===== config.mk =====
export PLATFORM = sky130hd
export DESIGN_NAME = conv_feed_sequencer
export DESIGN_NICKNAME = d
export VERILOG_FILES = /design/src/rtl/conv_feed_sequencer.sv
export SDC_FILE = /design/constraint.sdc
export NUM_CORES = 1
export LEC_CHECK = 0
export ABC_AREA = 1
export CAP_MARGIN = 0
export CORE_UTILIZATION = 60
export CTS_BUF_LIST = sky130_fd_sc_hd__clkbuf_4
export CTS_CLUSTER_SIZE = 14
export DETAILED_ROUTE_END_ITERATION = 8
export MAX_ROUTING_LAYER = met4
export PLACE_DENSITY_LB_ADDON = 0.1
export SLEW_MARGIN = 30
export SYNTH_ARGS = -nofsm -noshare
export SYNTH_HDL_FRONTEND = slang
export SYNTH_SLANG_ARGS = --single-unit
export TNS_END_PERCENT = 1

===== constraint.sdc =====
create_clock -name clk -period 6.77 [get_ports clk]
set_input_delay 2.031 -clock clk [delete_from_list [all_inputs] [get_ports clk]]
set_output_delay 2.031 -clock clk [all_outputs]
set_load 0.01 [all_outputs]

===== src/rtl/conv_feed_sequencer.sv =====
// conv_feed_sequencer
//   Emits beat descriptors that stream one kernel and then one feature-map
//   channel through a convolution datapath, for every (kernel, channel) pair.
//   Each pass sends KSZ*KSZ/LANES kernel beats. It then sweeps the KSZ-row
//   window over the feature map, moving CPB columns per beat.
//
// Ports
//   clk, rst_n       : clock (rising edge), asynchronous active-low reset
//   in_start_conv    : start request, honoured only in IDLE
//   in_abort         : abandon the current job (KERNEL/FMAP only)
//   in_cfg_ci/co     : channel / kernel count codes (0..3 -> 8..32, 4-7 -> 32)
//   in_ready         : downstream accepts the current beat
//   out_valid        : beat descriptor valid
//   out_is_kernel    : 1 = kernel beat, 0 = feature-map beat
//   out_addr         : word address of lane 0
//   out_knl/out_chnl : current kernel / channel index
//   out_row/out_col  : window top row / first column of the beat
//   out_last         : final beat of the job
//   out_busy         : job in progress
//   out_end_conv     : one-cycle completion pulse
module conv_feed_sequencer #(
  parameter int unsigned IMG_W = 64,
  parameter int unsigned IMG_H = 64,
  parameter int unsigned KSZ   = 4,
  parameter int unsigned LANES = 8,
  parameter int unsigned AW    = 20
) (
  input  logic          clk,
  input  logic          rst_n,
  input  logic          in_start_conv,
  input  logic          in_abort,
  input  logic [2:0]    in_cfg_ci,
  input  logic [2:0]    in_cfg_co,
  input  logic          in_ready,
  output logic          out_valid,
  output logic          out_is_kernel,
  output logic [AW-1:0] out_addr,
  output logic [4:0]    out_knl,
  output logic [4:0]    out_chnl,
  output logic [7:0]    out_row,
  output logic [7:0]    out_col,
  output logic          out_last,
  output logic          out_busy,
  output logic          out_end_conv
);

  localparam int unsigned CPB    = LANES / KSZ;
  localparam int unsigned KBEATS = (KSZ * KSZ) / LANES;
  localparam logic [7:0]  COL_LAST = 8'(IMG_W - CPB);
  localparam logic [7:0]  ROW_LAST = 8'(IMG_H - KSZ);
  localparam logic [7:0]  CPB_L    = 8'(CPB);
  localparam logic [7:0]  KB_LAST  = 8'(KBEATS - 1);

  typedef enum logic [1:0] {IDLE, KERNEL, FMAP, DONE} state_t;

  state_t       state, nxt_state;
  logic [4:0]   ci_m1, co_m1, nxt_ci_m1, nxt_co_m1;
  logic [4:0]   nxt_knl, nxt_chnl;
  logic [7:0]   nxt_row, nxt_col;
  logic [7:0]   kbeat, nxt_kbeat;
  logic         xfer;
  logic [AW-1:0] kaddr, faddr, nxt_addr;
  logic         nxt_last;

  // Codes 4-7 saturate to the 32-channel setting.
  function automatic logic [1:0] clamp_code(input logic [2:0] c);
    return c[2] ? 2'd3 : c[1:0];
  endfunction

  // The descriptor registers double as the iteration counters. The next
  // descriptor is built here and then registered, so every output is a flop.
  // While stalled, the next values equal the current ones, so the outputs hold.
  always_comb begin
    nxt_state = state;
    nxt_ci_m1 = ci_m1;
    nxt_co_m1 = co_m1;
    nxt_knl   = out_knl;
    nxt_chnl  = out_chnl;
    nxt_row   = out_row;
    nxt_col   = out_col;
    nxt_kbeat = kbeat;
    xfer      = out_valid && in_ready;

    case (state)
      IDLE: begin
        if (in_start_conv) begin
          nxt_state = KERNEL;
          nxt_ci_m1 = {clamp_code(in_cfg_ci), 3'b111};
          nxt_co_m1 = {clamp_code(in_cfg_co), 3'b111};
          nxt_knl   = '0;
          nxt_chnl  = '0;
          nxt_row   = '0;
          nxt_col   = '0;
          nxt_kbeat = '0;
        end
      end
      KERNEL: begin
        if (in_abort) begin
          nxt_state = IDLE;
          nxt_knl   = '0;
          nxt_chnl  = '0;
          nxt_kbeat = '0;
        end else if (xfer) begin
          if (kbeat == KB_LAST) begin
            nxt_kbeat = '0;
            nxt_state = FMAP;
          end else begin
            nxt_kbeat = kbeat + 8'd1;
          end
        end
      end
      FMAP: begin
        if (in_abort) begin
          nxt_state = IDLE;
          nxt_knl   = '0;
          nxt_chnl  = '0;
          nxt_row   = '0;
          nxt_col   = '0;
        end else if (xfer) begin
          if (out_col != COL_LAST) begin
            nxt_col = out_col + CPB_L;
          end else begin
            nxt_col = '0;
            if (out_row != ROW_LAST) begin
              nxt_row = out_row + 8'd1;
            end else begin
              nxt_row   = '0;
              nxt_state = KERNEL;
              if (out_chnl != ci_m1) begin
                nxt_chnl = out_chnl + 5'd1;
              end else begin
                nxt_chnl = '0;
                if (out_knl != co_m1) begin
                  nxt_knl = out_knl + 5'd1;
                end else begin
                  nxt_knl   = '0;
                  nxt_state = DONE;
                end
              end
            end
          end
        end
      end
      DONE:    nxt_state = IDLE;
      default: nxt_state = IDLE;
    endcase

    kaddr = (AW'(nxt_knl) * (AW'(nxt_ci_m1) + AW'(1)) + AW'(nxt_chnl)) * AW'(KSZ * KSZ)
            + AW'(nxt_kbeat) * AW'(LANES);
    faddr = AW'(nxt_chnl) * AW'(IMG_W * IMG_H) + AW'(nxt_row) * AW'(IMG_W) + AW'(nxt_col);

    case (nxt_state)
      KERNEL:  nxt_addr = kaddr;
      FMAP:    nxt_addr = faddr;
      default: nxt_addr = '0;
    endcase

    nxt_last = (nxt_state == FMAP) && (nxt_knl == nxt_co_m1) && (nxt_chnl == nxt_ci_m1)
               && (nxt_row == ROW_LAST) && (nxt_col == COL_LAST);
  end

  always_ff @(posedge clk or negedge rst_n) begin
    if (!rst_n) begin
      state         <= IDLE;
      ci_m1         <= '0;
      co_m1         <= '0;
      kbeat         <= '0;
      out_valid     <= 1'b0;
      out_is_kernel <= 1'b0;
      out_addr      <= '0;
      out_knl       <= '0;
      out_chnl      <= '0;
      out_row       <= '0;
      out_col       <= '0;
      out_last      <= 1'b0;
      out_busy      <= 1'b0;
      out_end_conv  <= 1'b0;
    end else begin
      state         <= nxt_state;
      ci_m1         <= nxt_ci_m1;
      co_m1         <= nxt_co_m1;
      kbeat         <= nxt_kbeat;
      out_valid     <= (nxt_state == KERNEL) || (nxt_state == FMAP);
      out_busy      <= (nxt_state == KERNEL) || (nxt_state == FMAP);
      out_is_kernel <= (nxt_state == KERNEL);
      out_end_conv  <= (nxt_state == DONE);
      out_addr      <= nxt_addr;
      out_knl       <= nxt_knl;
      out_chnl      <= nxt_chnl;
      out_row       <= nxt_row;
      out_col       <= nxt_col;
      out_last      <= nxt_last;
    end
  end

endmodule


==> impl_metrics.yaml <==
synth:
  synth.avg_cell_area_sq_um: 7.24
  synth_top_cell_by_area: "dfrtp_1"
  synth_area_sq_um: 5860
  ys_warn_count: 0
  synth_edf_count: 0
  synth-async-reset-ratio_pct: 100
  ys_ff_latch: 68
  synth_ff_type: "dfrtp_1"
  syn-instance-count: 810
  synth_top_area_share_pct: 29.0
  yosys.cell_types.count: 45
  ys_top_cells_by_area: "dfrtp_1 (29%), nand2_1 (12%), ha_1 (9.6%)"
  yosysSeqAreaShare_pct: 29.0
timing:
  setup_tns_ns: 0
  worst_slew_margin_rel_pct: 54.6
  finalClockSkew_ns: 0.0185
  hold_violations: 0
  max_freq_mhz: 148
  setup_ws_ns: 0.0313
  tightest_slew_ns: 0.675
  maxSlewViolCount: 0
  setup_viol_count_final: 0
  whs_ns: 0.543
  period_minus_slack_ns: 6.74
  fin_crit_sh_pct: 99.5
finish:
  finalNetCount: 1035
  syn_to_final_growth_pct: 31.3
  diodes: 0
  drive_above_1_share_pct: 23.7
  layout_commonest_cell: "nand2_1"
  finalNonFillerCells: 1094
  final_cell_mix: "nand2_1 (180), inv_1 (120), buf_4 (85)"
critical_path:
  critPathLaunchType: "input port"
  r2r-start: "state[0]"
  cp.required_ns: 7.14
  critPathKind: "input port to flip-flop"
  cpMostUsedCell: "nand2_1"
  startpoint: "in_cfg_ci[2]"
  cp_max_fo: 5
  crit_path_end_kind: "flip-flop"
  cp_data_arrival_time_ns: 7.11
  slowest_delay_ns: 0.52
  critPathSlowestCell: "fa_1"
place:
  hpwlAfterDp_um: 13200
  dpl_worst_slack_ns: -0.746
  gp_congestion: 0.909
  dp.cells: 1068
  io_buffers: 59
floorplan:
  die_w_um: 101
  dieArea_sq_um: 10200
  die_height_um: 101
  initial_core_util_pct: 62.6
  io_pins: 62
  core-area_sq_um: 9370
  num_rows: 35
power_and_ir_drop:
  switchingPower_mw: 0.445
  power_frac_seq_pct: 39.8
  p_comb_share_pct: 33.6
  cellPowerDensity_nw_per_um2: 146
  p_leak_nw: 3.96
  clkPwrFrac_pct: 26.6
  intPower_mw: 0.683
  swShare_pct: 39.4
  ir_drop_uv: 130
clock_tree:
  cts.sinks: 68
  root_buffer: "clkbuf_4"
  cts.path.max_buffers: 2
  cts_tree: "yes"
  cts_max_level: 3
  clock_latency_ns: 0.44
  cts_made_buffers: 9
  path_clk_slew_ns: 0.14
  cts_hold_buffers: 0
hold_path:
  min_path_type: "flip-flop to flip-flop"
  min-delay-start: "co_m1[2]"
global_route:
  grt_remaining_overflow: 0
  grt_pass1_vias: 5926
  grt_antenna_before_repair: 0
  grt_max_degree: 69
  grtUsageTotal_pct: 37.1
  grt_pass1_wl_um: 28200
flow_run:
  cap_violations: 0
detailed_routing:
  wl_um: 18400
  vias: 6119
  ant_nets: 0
  drt_first_pass_iters: 9
  detail_route.vias_per_cell: 5.59
  wl_per_cell_um: 16.9
  drtIter0Drc: 556
  route.detailed.drc: 1
status:
  violations: "DRC"
  outcome: "complete, but fails checks"
cell type report:
| class | count | area, sq um |
|---|---|---|
| multi-input combinational | 582 | 3830 |
| inverter | 150 | 566 |
| timing repair buffer | 149 | 1290 |
| sequential | 68 | 1700 |
| fill | 629 | 1670 |
| clock inverter | 7 | 80.1 |
| clock buffer | 9 | 67.6 |
| tap | 129 | 161 |
metal layers:
metal / global-route usage, % / up-vias / share of wire (%)
li1: - / 2860 / -
met4: 14.4 / 0 / 4.0
met1: 47.5 / 2876 / 41
met5: - / - / 0
met2: 58.9 / 308 / 48
met3: 6.45 / 75 / 6.7
kinds of logic (layout without fill, tap and decap cells):
family,after synthesis,in the layout,synth area share [%]
buffers and inverters,161,315,10.8
AND/OR/NAND/NOR,400,400,31.6
flip-flops,68,68,29.0
AO/OA/AOI/OAI,97,97,9.62
adder cells (fa/ha/maj),64,64,16.1
other,1,2,0.0639
XOR/XNOR,19,19,2.84
sequential cells by signal, indices dropped and copies added (netlist names):
| register | count |
|---|---|
| out_row | 8 |
| out_last | 1 |
| out_is_kernel | 1 |
| out_chnl | 5 |
| kbeat | 8 |
| out_addr | 18 |
| out_col | 8 |
| out_busy | 1 |
| co_m1 | 5 |
| ci_m1 | 5 |
| state | 2 |
| out_knl | 5 |
| out_end_conv | 1 |
Yosys cell counts (5+ instances only):
cell and n:
ha_1 45, nor2_1 84, nand4_1 14, o21ai_0 32
o21ai_2 5, fa_1 19, nor2_2 6, nand3_1 62
xor2_1 14, xnor2_1 5, nor3_1 6, inv_1 135
inv_2 13, a21oi_1 35, o21ai_1 5, nand2_1 190
nand2_2 14, dfrtp_1 68
power groups by stage:
stage	Combinational, mW	Sequential, mW	Clock, mW
after CTS	0.337	0.447	0.297
after global routing	0.400	0.451	0.315
after detailed placement	0.322	0.454	0
after global placement	0.315	0.452	0
final	0.379	0.449	0.299
after floorplan	0.172	0.452	0
critical path: cells and delay by family:
family	cells	cell delay, ns
xor gates and xnor gates	2	0.43
and+or+nand+nor	10	0.93
buffers and inverters	5	0.84
adders and majority gates	5	2.04
AOI/OAI and AO/OA	5	0.82
path summary, 6_finish.rpt:
kind                                 to  slack (ns)  depth (start not counted)
hold reg to reg                co_m1[2]        0.54                          1
setup / recovery           out_addr[15]        0.03                         27
setup reg to reg           out_addr[15]        1.00                         29
max in group asynchronous    out_knl[4]        4.64                          2
hold / removal                 co_m1[2]        0.54                          1
min in group asynchronous    out_col[7]        1.68                          2
what timing repair did:
item / CTS / global route
pin swaps: 16 / 36
resized for setup: 26 / 65
endpoints found under the hold margin: 0 / 0
endpoints found under the setup margin: 5 / 8
buffers inserted: 4 / 6
stage by stage:
stage               area (sq um)  util [%]  power [mW]
floorplan                   5870         -       0.624
global placement            7160      76.4       0.767
detailed placement          7160      76.4       0.776
CTS                         7450      79.5        1.08
global route                7700      82.2        1.17
finish                      7700      82.2        1.13
Note: power is estimated with default switching activity, not from simulation.
